## src/rtl/cla_pipe_adder_if.sv

```systemverilog
// Operand/result handshake bundle for cla_pipe_adder.
// The sub lane exists only when CLA_PIPE_SUB_EN is defined.
interface cla_pipe_adder_if #(
  parameter int WIDTH = 16
);
  logic             in_valid;
  logic             in_ready;
  logic [WIDTH-1:0] a;
  logic [WIDTH-1:0] b;
  logic             cin;
`ifdef CLA_PIPE_SUB_EN
  logic             sub;
`endif
  logic             out_valid;
  logic             out_ready;
  logic [WIDTH-1:0] sum;
  logic             cout;
  logic             ovf;
  logic             gout;
  logic             pout;

  modport master (
`ifdef CLA_PIPE_SUB_EN
    output sub,
`endif
    output in_valid, a, b, cin, out_ready,
    input  in_ready, out_valid, sum,
    input  cout, ovf, gout, pout
  );

  modport slave (
`ifdef CLA_PIPE_SUB_EN
    input  sub,
`endif
    input  in_valid, a, b, cin, out_ready,
    output in_ready, out_valid, sum,
    output cout, ovf, gout, pout
  );
endinterface

```

## src/rtl/cla_pipe_adder.sv

```systemverilog
// Two-stage pipelined 4-bit-group carry-lookahead adder.
// Define CLA_PIPE_SUB_EN to add a subtract lane (b inverted, cin flipped).
module cla_pipe_adder #(
  parameter int WIDTH = 16
) (
  input logic              clk,
  input logic              rst_n,
  cla_pipe_adder_if.slave  bus
);
  localparam int NG = WIDTH / 4;

  generate
    if (!(WIDTH == 4 || WIDTH == 8 ||
          WIDTH == 12 || WIDTH == 16)) begin : g_bad_width
      $error("cla_pipe_adder: WIDTH must be 4, 8, 12 or 16");
    end
  endgenerate

  logic [WIDTH-1:0] b_eff;
  logic             cin_eff;

`ifdef CLA_PIPE_SUB_EN
  assign b_eff   = bus.b ^ {WIDTH{bus.sub}};
  assign cin_eff = bus.cin ^ bus.sub;
`else
  assign b_eff   = bus.b;
  assign cin_eff = bus.cin;
`endif

  logic [WIDTH-1:0] p_d, g_d;
  logic [NG-1:0]    gg_d, gp_d;

  assign p_d = bus.a ^ b_eff;
  assign g_d = bus.a & b_eff;

  always_comb begin
    gg_d = '0;
    gp_d = '0;
    for (int k = 0; k < NG; k++) begin
      gg_d[k] = g_d[4*k+3]
              | (p_d[4*k+3] & g_d[4*k+2])
              | (p_d[4*k+3] & p_d[4*k+2] & g_d[4*k+1])
              | (p_d[4*k+3] & p_d[4*k+2] & p_d[4*k+1]
                 & g_d[4*k]);
      gp_d[k] = &p_d[4*k +: 4];
    end
  end

  logic             s1_valid_q;
  logic [WIDTH-1:0] p_q, g_q;
  logic [NG-1:0]    gg_q, gp_q;
  logic             c0_q;

  logic             s2_valid_q;
  logic [WIDTH-1:0] sum_q;
  logic             cout_q, ovf_q, gout_q, pout_q;

  logic s1_adv, s2_adv;

  assign s2_adv = s1_valid_q && (!s2_valid_q || bus.out_ready);
  assign s1_adv = bus.in_valid && (!s1_valid_q || s2_adv);

  assign bus.in_ready = !s1_valid_q || s2_adv;

  always_ff @(posedge clk or negedge rst_n) begin
    if (!rst_n) begin
      s1_valid_q <= 1'b0;
      p_q        <= '0;
      g_q        <= '0;
      gg_q       <= '0;
      gp_q       <= '0;
      c0_q       <= 1'b0;
    end else begin
      if (s1_adv) begin
        s1_valid_q <= 1'b1;
        p_q        <= p_d;
        g_q        <= g_d;
        gg_q       <= gg_d;
        gp_q       <= gp_d;
        c0_q       <= cin_eff;
      end else if (s2_adv) begin
        s1_valid_q <= 1'b0;
      end
    end
  end

  logic [NG:0]      cg;
  logic [WIDTH-1:0] c;
  logic             gw;
  logic             t, pr;

  // Second level: each group carry is a flat OR-of-products over
  // all lower groups rather than a ripple through cg[k].
  always_comb begin
    cg    = '0;
    c     = '0;
    gw    = 1'b0;
    t     = 1'b0;
    pr    = 1'b0;
    cg[0] = c0_q;
    for (int k = 0; k < NG; k++) begin
      t  = gg_q[k];
      pr = gp_q[k];
      for (int j = k - 1; j >= 0; j--) begin
        t  = t | (pr & gg_q[j]);
        pr = pr & gp_q[j];
      end
      gw      = t;
      cg[k+1] = t | (pr & c0_q);
    end
    for (int k = 0; k < NG; k++) begin
      c[4*k]   = cg[k];
      c[4*k+1] = g_q[4*k] | (p_q[4*k] & cg[k]);
      c[4*k+2] = g_q[4*k+1]
               | (p_q[4*k+1] & g_q[4*k])
               | (p_q[4*k+1] & p_q[4*k] & cg[k]);
      c[4*k+3] = g_q[4*k+2]
               | (p_q[4*k+2] & g_q[4*k+1])
               | (p_q[4*k+2] & p_q[4*k+1] & g_q[4*k])
               | (p_q[4*k+2] & p_q[4*k+1] & p_q[4*k]
                  & cg[k]);
    end
  end

  logic [WIDTH-1:0] sum_d;
  logic             cout_d, ovf_d, gout_d, pout_d;

  assign sum_d  = p_q ^ c;
  assign cout_d = cg[NG];
  assign ovf_d  = c[WIDTH-1] ^ cg[NG];
  assign gout_d = gw;
  assign pout_d = &gp_q;

  always_ff @(posedge clk or negedge rst_n) begin
    if (!rst_n) begin
      s2_valid_q <= 1'b0;
      sum_q      <= '0;
      cout_q     <= 1'b0;
      ovf_q      <= 1'b0;
      gout_q     <= 1'b0;
      pout_q     <= 1'b0;
    end else begin
      if (s2_adv) begin
        s2_valid_q <= 1'b1;
        sum_q      <= sum_d;
        cout_q     <= cout_d;
        ovf_q      <= ovf_d;
        gout_q     <= gout_d;
        pout_q     <= pout_d;
      end else if (bus.out_ready) begin
        s2_valid_q <= 1'b0;
      end
    end
  end

  assign bus.out_valid = s2_valid_q;
  assign bus.sum       = sum_q;
  assign bus.cout      = cout_q;
  assign bus.ovf       = ovf_q;
  assign bus.gout      = gout_q;
  assign bus.pout      = pout_q;
endmodule
```

## src/flat_wrapper.sv

```systemverilog
// flat-port wrapper written by rule: the top's interface ports become plain ports
module cla_pipe_adder_flat 
#(
  parameter int WIDTH = 16
)
  (clk, rst_n, bus_in_valid, bus_a, bus_b, bus_cin, bus_out_ready, bus_in_ready, bus_out_valid, bus_sum, bus_cout, bus_ovf, bus_gout, bus_pout);
  cla_pipe_adder_if #(.WIDTH(WIDTH)) bus_i ();
  input logic clk;
  input logic rst_n;
  input wire logic [$bits(bus_i.in_valid)-1:0] bus_in_valid;
  input wire logic [$bits(bus_i.a)-1:0] bus_a;
  input wire logic [$bits(bus_i.b)-1:0] bus_b;
  input wire logic [$bits(bus_i.cin)-1:0] bus_cin;
  input wire logic [$bits(bus_i.out_ready)-1:0] bus_out_ready;
  output wire logic [$bits(bus_i.in_ready)-1:0] bus_in_ready;
  output wire logic [$bits(bus_i.out_valid)-1:0] bus_out_valid;
  output wire logic [$bits(bus_i.sum)-1:0] bus_sum;
  output wire logic [$bits(bus_i.cout)-1:0] bus_cout;
  output wire logic [$bits(bus_i.ovf)-1:0] bus_ovf;
  output wire logic [$bits(bus_i.gout)-1:0] bus_gout;
  output wire logic [$bits(bus_i.pout)-1:0] bus_pout;
  assign bus_i.in_valid = bus_in_valid;
  assign bus_i.a = bus_a;
  assign bus_i.b = bus_b;
  assign bus_i.cin = bus_cin;
  assign bus_i.out_ready = bus_out_ready;
  assign bus_in_ready = bus_i.in_ready;
  assign bus_out_valid = bus_i.out_valid;
  assign bus_sum = bus_i.sum;
  assign bus_cout = bus_i.cout;
  assign bus_ovf = bus_i.ovf;
  assign bus_gout = bus_i.gout;
  assign bus_pout = bus_i.pout;
  cla_pipe_adder #(.WIDTH(WIDTH)) u_core (.clk(clk), .rst_n(rst_n), .bus(bus_i));
endmodule
```

## config.mk

```make
export PLATFORM = sky130hd
export DESIGN_NAME = cla_pipe_adder_flat
export DESIGN_NICKNAME = d
export VERILOG_FILES = /design/src/rtl/cla_pipe_adder_if.sv /design/src/rtl/cla_pipe_adder.sv /design/src/flat_wrapper.sv
export SDC_FILE = /design/constraint.sdc
export NUM_CORES = 1
export LEC_CHECK = 0
export ABC_AREA = 1
export CAP_MARGIN = 15
export CORE_MARGIN = 2
export CORE_UTILIZATION = 30
export CTS_BUF_LIST = sky130_fd_sc_hd__clkbuf_8
export DETAILED_ROUTE_END_ITERATION = 16
export MAX_ROUTING_LAYER = met4
export REMOVE_ABC_BUFFERS = 1
export SLEW_MARGIN = 25
export SYNTH_ARGS = -nofsm -noshare
export SYNTH_HDL_FRONTEND = slang
export SYNTH_SLANG_ARGS = --single-unit
```

## constraint.sdc

```tcl
create_clock -name clk -period 1.7 [get_ports clk]
set_input_delay 0.425 -clock clk [delete_from_list [all_inputs] [get_ports clk]]
set_output_delay 0.425 -clock clk [all_outputs]
set_load 0.05 [all_outputs]
```

==> flow_metrics.tcl, run 1 <==
set metrics [dict create \
    synth_top_family_by_area "simple AND/OR/NAND/NOR gates" \
    multi_input_area_um2 1348 \
    fin_crit_sh 0.9637 \
    area_growth_pct 38.82 \
    p_clk_frac 0.240 \
    ir_worst_vdd_uv 809.9 \
    post_cts_buffers 0 \
    timing.rr.start "u_core.c0_q$_DFFE_PN0P_" \
    chipWidth_um 104.4 \
    power.switching_w 0.002191 \
    tightest_slew_ns 0.3258 \
    worstSetupPathType "input pin to output pin" \
    vias 2616 \
    die_h_um 104.4 \
    r2r_slack_ns 0.24 \
    yosysTopAreaCellShare 0.4878 \
    nNetsFinal 494 \
    ctsHtreeMaxLevel 3 \
    diodes 0 \
    crit_path_cell_trace "clkdlybuf4s50_1, inv_1, nand3_4, buf_12" \
    io-pin-count 59 \
    comb_power_share 0.406 \
    dr.pass1.iters 4 \
    drt_iter0_drc 127 \
    startpoint_type "input pin" \
    hold_path_depth 2 \
    synth_xor_area_frac 0.01158 \
    hp-start "u_core.bus.sum[15]$_DFFE_PN0P_" \
    setup_viol 0 \
    fmax_ghz 0.6104 \
    core-area_um2 9774 \
    drive_gt1_frac 0.1380 \
    drv_slew 0 \
    fill_cells 975 \
    syn_area_um2 3027 \
    synth_compound_area_frac 0.09343 \
    worst_setup_path_end_kind "output pin" \
    hpwl_um 4987 \
    timing.rr.end "u_core.bus.sum[13]$_DFFE_PN0P_" \
    finalClockSkew_ns 0.01034 \
    hold_end "u_core.bus.sum[15]$_DFFE_PN0P_" \
    outcome "complete, no violations" \
    path_clk_slew_ns 0.07 \
    dp_slack_ns -0.05523 \
    r2r_cells 8 \
    start_util 0.3097 \
    hold_class "flip-flop to flip-flop" \
    layout_common_cells "nand2_1 (127), dfrtp_1 (59), clkdlybuf4s50_1 (35)" \
    p_per_area_nw_per_um2 1376 \
    synthAdderAreaFrac 0.08268 \
    yosys.area_share.simple 0.2551 \
    cts_tree "yes" \
    cts_sinks 59 \
    power.share.sequential 0.354 \
    ys_top_cells_by_area "dfrtp_1 (49%), nand2_1 (16%), ha_1 (8.3%)" \
    ys_seq_elements 59 \
    intPower_w 0.003591 \
    p_leak_nw 2.093 \
    port_buffers 58 \
    required_ns 1.27 \
    fin_hold_ws_ns 0.4803 \
    grtUsageTotal 0.1333 \
    cts_inserted_buffers 9 \
    rsz0062_at_grt "false" \
    drcViolationCount 0 \
    grt_overflow 0 \
    final_antenna_net_count 0 \
    yosysSeqAreaShare 0.4878 \
    post-route-util 0.4299 \
    ys_warn_count 0 \
    syn-instance-count 365 \
    wl_per_cell_um 11.71 \
    cp.arrival_ns 1.21 \
    vias_per_cell 4.550 \
    clkLatencyLatePin_ns 0.33 \
    final-hold-violation-count 0 \
    totalWireLength_um 6731 \
    rows 36 \
    synth.distinct_cells 21 \
    cts_root_buf "clkbuf_8" \
    maxCapViolations 0 \
    grt_pass1_wl_um 11380 \
    slowest_delay_ns 0.40 \
    timing.final.crit_period_ns 1.638 \
    synth_top_area_cell "dfrtp_1" \
    synthMuxAreaShare 0 \
    place.gp.congestion 0.8494 \
    die_area_um2 10910 \
    crit_path_top_delay_cell "clkdlybuf4s50_1" \
    clockBufferDepth 2 \
    switching_share 0.3789 \
    regArea_um2 1476 \
    grt_pass1_vias 2475 \
    grt_max_degree 48 \
    cp_max_fo 3 \
    maxSlewHeadroom 0.7828 \
    syn_avg_cell_area_um2 8.292 \
    setup_ws_ns 0.06171 \
    layout_commonest_cell "nand2_1" \
    antenna_found_initial 0 \
]
[cell usage after synthesis]
library cell  count
buf_2             4
o21ai_0          12
nor2_1           19
xor2_1            4
a21oi_1          16
nor3_1            2
dfrtp_1          59
a31oi_1           6
inv_2             1
nand2_4           5
nand4_1           3
inv_4             1
buf_4             1
nand2_2           3
nand3_1          22
ha_1             20
buf_6             4
inv_1            34
o21ai_1          21
nand2_1         127
nand3_2           1
[worst max-delay path by stage]
stage | from | end | cells past startpoint
floorplan | u_core.bus.out_valid$_DFFE_PN0P_ | u_core.gp_q[1]$_DFFE_PN0P_ | 5
global placement | bus_out_ready | u_core.g_q[0]$_DFFE_PN0P_ | 8
detailed placement | bus_out_ready | u_core.g_q[2]$_DFFE_PN0P_ | 8
CTS | bus_out_ready | bus_in_ready | 4
global route | bus_out_ready | bus_in_ready | 4
finish | bus_out_ready | bus_in_ready | 4
[worst max-delay path, delay by kind of cell]
family	cells	cell delay (ns)
simple gates	1	0.11
buf+inv	3	0.68
[logic make-up after synthesis]
kind of cell / count (synthesis)
DFF: 59
and+or+nand+nor: 182
buffers and inverters: 45
adders and majority gates: 20
AOI/OAI and AO/OA: 55
xor gates and xnor gates: 4
[final cells by class]
class,count,area share
sequential,59,0.3514
clock buffer,13,0.04258
tap,133,0.03961
clock inverter,3,0.01042
multi-input combinational,261,0.3207
timing repair buffer,70,0.2025
inverter,36,0.03276
[metrics by stage]
step           total power [W]  instance area [µm²]  setup TNS [ns]  std cells
6_report              0.005782                 4202               0        575
5_1_grt               0.006110                 4202               0        575
4_1_cts               0.005843                 4194               0        575
3_5_place_dp          0.004423                 3961         -0.3659        558
3_3_place_gp          0.004398                 3961        -0.02958        558
2_1_floorplan         0.003270                 2954          -2.275        356
[routing by layer]
layer	wire length [µm]	share of wire	track usage	up-vias
met5	0	0	-	-
met4	91	0.014	0.05212	0
met3	338	0.050	0.03258	11
met2	3033	0.45	0.1998	62
met1	3269	0.49	0.1737	1216
li1	-	-	-	1327
[power by group through the flow]
stage	logic, W	registers (W)	clock network [W]
CTS	0.00237	0.00205	0.00142
floorplan	0.000648	0.00262	0
detailed placement	0.00236	0.00207	0
global placement	0.00234	0.00206	0
global route	0.00253	0.00209	0.00148
finish	0.00235	0.00205	0.00139
[what timing repair did]
item / CTS / global route
hold buffers: 1 / 0
resized for setup: 0 / 1
setup endpoints to repair: 0 / 1
hold endpoints to repair: 12 / 0
[sequential cells by signal, summed over array words and instances (netlist names)]
name / cells
u_core.bus.cout: 1
u_core.bus.gout: 1
u_core.bus.out_valid: 1
u_core.bus.ovf: 1
u_core.bus.pout: 1
u_core.bus.sum: 16
u_core.c0_q: 1
u_core.g_q: 12
u_core.gg_q: 4
u_core.gp_q: 4
u_core.p_q: 16
u_core.s1_valid_q: 1
No activity file was read; power rests on OpenSTA's default activity.
==> run 2, diff against run 1 <==
--- a/config.mk
+++ b/config.mk
@@ -7,7 +7,6 @@
 export LEC_CHECK = 0
 export ABC_AREA = 1
 export CAP_MARGIN = 15
-export CORE_MARGIN = 2
 export CORE_UTILIZATION = 30
 export CTS_BUF_LIST = sky130_fd_sc_hd__clkbuf_8
 export DETAILED_ROUTE_END_ITERATION = 16
==> flow_metrics.tcl, run 2 (synthesis gave the netlist of run 1 again) <==
set metrics [dict create \
    outcome "complete, no violations" \
    comb_power_share 0.392 \
    grtUsageTotal 0.1430 \
    setup_viol 0 \
    cpLargestDelayFamily "buffers and inverters" \
    crit_path_top_delay_cell "clkdlybuf4s50_1" \
    grt_pass1_wl_um 11180 \
    power.share.sequential 0.346 \
    intPower_w 0.003728 \
    start_util 0.3097 \
    tightest_slew_ns 0.3402 \
    totalWireLength_um 6603 \
    crit_path_cell_trace "clkdlybuf4s50_1, inv_1, nand3_2, buf_12" \
    drt_iter0_drc 83 \
    port_buffers 58 \
    fin_hold_ws_ns 0.09447 \
    die_area_um2 10500 \
    clkLatencyLatePin_ns 0.33 \
    p_leak_nw 2.098 \
    worstSetupPathType "input pin to output pin" \
    startpoint_type "input pin" \
    drive_gt1_frac 0.1361 \
    hpwl_um 4873 \
    grt_pass1_vias 2382 \
    cts_inserted_buffers 9 \
    layout_common_cells "nand2_1 (127), dfrtp_1 (59), inv_1 (35), clkdlybuf4s50_1 (35), nand3_1 (22)" \
    power.switching_w 0.002160 \
    antenna_found_initial 0 \
    post_cts_buffers 0 \
    vias_per_cell 4.451 \
    nNetsFinal 493 \
    crit_cells 4 \
    drv_slew 0 \
    p_clk_frac 0.262 \
    cts-hold-fix-buffers 0 \
    timing.final.crit_period_ns 1.677 \
    switching_share 0.3668 \
    finalClockSkew_ns 0.009540 \
    layout_commonest_cell "nand2_1" \
    placed_cells 558 \
    ctsHtreeMaxLevel 3 \
    required_ns 1.27 \
    tns_ns 0 \
    cp.arrival_ns 1.25 \
    fin_crit_sh 0.9864 \
    cts_tree "yes" \
    rows 36 \
    io-pin-count 59 \
    cts_sinks 59 \
    diodes 0 \
    fmax_ghz 0.5963 \
    drcViolationCount 0 \
    place.gp.congestion 0.8193 \
    area_growth_pct 38.45 \
    cts_root_buf "clkbuf_8" \
    rsz0062_at_grt "false" \
    slowest_delay_ns 0.40 \
    maxSlewHeadroom 0.7729 \
    hold_class "input pin to async pin" \
    fin_area_um2 4190 \
    r2r_cells 8 \
    cp_max_fo 3 \
    place_area_um2 3949 \
    cts_resized 0 \
    path_clk_slew_ns 0.06 \
    core-area_um2 9774 \
    grt_overflow 0 \
    p_per_area_nw_per_um2 1405 \
    final_antenna_net_count 0 \
    ir_worst_vdd_uv 716.5 \
    final-hold-violation-count 0 \
    clockBufferDepth 2 \
    vias 2555 \
    grt_max_degree 60 \
    chipWidth_um 102.4 \
    wl_per_cell_um 11.50 \
    dr.pass1.iters 4 \
    maxCapViolations 0 \
    layout.cells.non_filler 574 \
    die_h_um 102.4 \
    worst_setup_path_end_kind "output pin" \
    path_buf_inv 3 \
]
[run 2: cell types whose count changed in the layout (fill, tap and decap cells not counted), sizes merged]
cell	change
inv	+1
clkbuf	-3
dlygate4sd3	-1
bufinv	+2
[run 2: path summary, 6_finish.rpt]
kind                                                start                        endpoint  slack [ns]
min                                                 rst_n       u_core.p_q[6]$_DFFE_PN0P_        0.09
min reg2reg                u_core.bus.sum[12]$_DFFE_PN0P_  u_core.bus.sum[12]$_DFFE_PN0P_        0.48
max in group asynchronous                           rst_n      u_core.p_q[14]$_DFFE_PN0P_        1.34
max                                         bus_out_ready                    bus_in_ready        0.02
max reg2reg                       u_core.c0_q$_DFFE_PN0P_  u_core.bus.sum[13]$_DFFE_PN0P_        0.27
min in group clk           u_core.bus.sum[12]$_DFFE_PN0P_  u_core.bus.sum[12]$_DFFE_PN0P_        0.48
[run 2: stage by stage]
stage | util | setup slack (ns) | total power, W
final | 0.4287 | 0.02308 | 0.005887
after global routing | 0.4287 | 0.001932 | 0.006233
after CTS | 0.4287 | 0.02516 | 0.005962
after detailed placement | 0.4040 | -0.07036 | 0.004388
after global placement | 0.4040 | -0.03176 | 0.004368
after floorplan | - | -0.08531 | 0.003270
[run 2: cell type report]
class	instances	area, µm²
multi-input cells	261	1340
fillers	985	5584
flip-flops and latches	59	1476
clock buffers	10	137.6
repair buffers	69	828.3
inverters	36	137.6
clock inverters	6	103.9
well taps	133	166.4
[run 2: power groups by stage]
stage               clock, W  combinational, W  sequential (W)
CTS                  0.00159           0.00233         0.00204
global placement           0           0.00231         0.00206
floorplan                  0          0.000648         0.00262
finish               0.00154           0.00231         0.00204
global route         0.00165           0.00249         0.00208
detailed placement         0           0.00232         0.00206
[run 2: metal layers]
| metal | vias to the layer above | routed length, µm | share of wire | GRT usage |
|---|---|---|---|---|
| li1 | 1315 | - | - | - |
| met1 | 1170 | 3239 | 0.49 | 0.1838 |
| met2 | 65 | 2963 | 0.45 | 0.2200 |
| met3 | 5 | 341 | 0.052 | 0.04378 |
| met4 | 0 | 59 | 0.0089 | 0.03297 |
| met5 | - | 0 | 0 | - |
==> run 3, diff against run 2 <==
--- a/config.mk
+++ b/config.mk
@@ -11,6 +11,7 @@
 export CTS_BUF_LIST = sky130_fd_sc_hd__clkbuf_8
 export DETAILED_ROUTE_END_ITERATION = 16
 export MAX_ROUTING_LAYER = met4
+export PLACE_DENSITY = 0.62
 export REMOVE_ABC_BUFFERS = 1
 export SLEW_MARGIN = 25
 export SYNTH_ARGS = -nofsm -noshare
==> flow_metrics.tcl, run 3 (synthesis gave the netlist of run 1 again) <==
set metrics [dict create \
    io-pin-count 59 \
    dp_slack_ns -0.03662 \
    die_area_um2 10500 \
    p_leak_nw 2.072 \
    timing.final.crit_period_ns 1.644 \
    vias_per_cell 4.510 \
    power.share.sequential 0.364 \
    start_util 0.3097 \
    maxSlewHeadroom 0.7830 \
    clkLatencyLatePin_ns 0.33 \
    grt_max_degree 60 \
    startpoint_type "input pin" \
    cts_root_buf "clkbuf_8" \
    core-area_um2 9774 \
    fin_crit_sh 0.9673 \
    drv_slew 0 \
    port_buffers 58 \
    post_cts_buffers 0 \
    grt_pass1_vias 2424 \
    rsz0062_at_grt "false" \
    cts-hold-fix-buffers 0 \
    use_met3 0.04856 \
    worst_setup_path_end_kind "output pin" \
    power.switching_w 0.002137 \
    die_h_um 102.4 \
    outcome "complete, no violations" \
    drcViolationCount 0 \
    finalClockSkew_ns 0.004479 \
    final-hold-violation-count 0 \
    intPower_w 0.003458 \
    dr.pass1.iters 4 \
    fmax_ghz 0.6081 \
    vias 2580 \
    p_clk_frac 0.223 \
    hpwl_um 4913 \
    cp.arrival_ns 1.22 \
    grtUsageTotal 0.1436 \
    grt_use_met2 0.2138 \
    clockBufferDepth 2 \
    power_w 0.005595 \
    antenna_found_initial 0 \
    top_usage_layer "met2" \
    wl_per_cell_um 11.51 \
    tightest_slew_ns 0.3251 \
    p_per_area_nw_per_um2 1353 \
    cts_resized 0 \
    setup_ws_ns 0.05551 \
    final_antenna_net_count 0 \
    cts_tree "yes" \
    cts_sinks 59 \
    chipWidth_um 102.4 \
    drt_iter0_drc 72 \
    nNetsFinal 492 \
    diodes 0 \
    hold_class "input pin to async pin" \
    slowest_delay_ns 0.39 \
    cp_max_fo 3 \
    setup_viol 0 \
    grt_overflow 0 \
    rows 36 \
    comb_power_share 0.413 \
    totalWireLength_um 6586 \
    crit_path_top_delay_cell "clkdlybuf4s50_1" \
    worstSetupPathType "input pin to output pin" \
    layout_commonest_cell "nand2_1" \
    path_clk_slew_ns 0.06 \
    area_growth_pct 36.63 \
    place.gp.congestion 0.8562 \
    cts_inserted_buffers 9 \
    ir_worst_vdd_uv 811.6 \
    drive_gt1_frac 0.1298 \
    fill_cells 970 \
    ctsHtreeMaxLevel 3 \
    crit_path_cell_trace "clkdlybuf4s50_1, inv_1, nand3_2, buf_12" \
    maxCapViolations 0 \
    grtUsageMet1 0.1868 \
    grt_pass1_wl_um 11250 \
    switching_share 0.3820 \
    layout_common_cells "nand2_1 (127), dfrtp_1 (59), inv_1 (36)" \
    required_ns 1.27 \
]
[run 3: cell types whose count changed in the layout (fill, tap and decap cells not counted)]
cell,before,now
buf_4,15,14
bufinv_16,3,1
clkbuf_8,10,11
clkinv_2,2,1
inv_1,35,36
[run 3: path summary, 6_finish.rpt]
| path | endpoint | slack, ns | depth (start not counted) | startpoint |
|---|---|---|---|---|
| max reg2reg | u_core.bus.sum[13]$_DFFE_PN0P_ | 0.26 | 8 | u_core.c0_q$_DFFE_PN0P_ |
| min reg2reg | u_core.bus.sum[5]$_DFFE_PN0P_ | 0.49 | 2 | u_core.bus.sum[5]$_DFFE_PN0P_ |
| max | bus_in_ready | 0.06 | 4 | bus_out_ready |
| min | u_core.bus.sum[4]$_DFFE_PN0P_ | 0.1 | 2 | rst_n |
| min in group clk | u_core.bus.sum[5]$_DFFE_PN0P_ | 0.49 | 2 | u_core.bus.sum[5]$_DFFE_PN0P_ |
| max in group asynchronous | u_core.g_q[8]$_DFFE_PN0P_ | 1.35 | 2 | rst_n |
[run 3: cell type report]
class                   instances  area [µm²]  area share
repair buffers                 68       820.8      0.1985
clock inverters                 4       42.54     0.01029
well taps                     133       166.4     0.04024
clock buffers                  11       151.4     0.03661
inverters                      36       137.6     0.03328
flip-flops and latches         59        1476      0.3570
multi-input cells             261        1340      0.3241
[run 3: per-layer routing]
metal	vias up	part of all wire
met2	58	0.46
met1	1204	0.49
li1	1314	-
met5	-	0
met3	4	0.052
met4	0	0.0038
[run 3: power groups by stage]
| stage | Clock (W) | Combinational [W] | Sequential (W) |
|---|---|---|---|
| 2_1_floorplan | 0 | 0.000648 | 0.00262 |
| 3_3_place_gp | 0 | 0.00230 | 0.00206 |
| 3_5_place_dp | 0 | 0.00233 | 0.00206 |
| 4_1_cts | 0.00128 | 0.00234 | 0.00204 |
| 5_1_grt | 0.00134 | 0.00250 | 0.00209 |
| 6_report | 0.00125 | 0.00231 | 0.00204 |
[run 3: critical path, delay by kind of cell]
kind	cells	cell delay [ns]
and+or+nand+nor	1	0.13
buffers and inverters	3	0.66
[run 3: through the flow]
step	instance area (µm²)	util	TNS, ns	hold slack, ns	std cells
3_3_place_gp	3941	0.4032	-0.04566	0.4584	557
6_report	4135	0.4231	0	0.09831	572
4_1_cts	4135	0.4231	0	0.1006	572
2_1_floorplan	2954	-	-2.275	0.1294	356
5_1_grt	4135	0.4231	0	0.1125	572
3_5_place_dp	3941	0.4032	-0.2216	0.4570	557
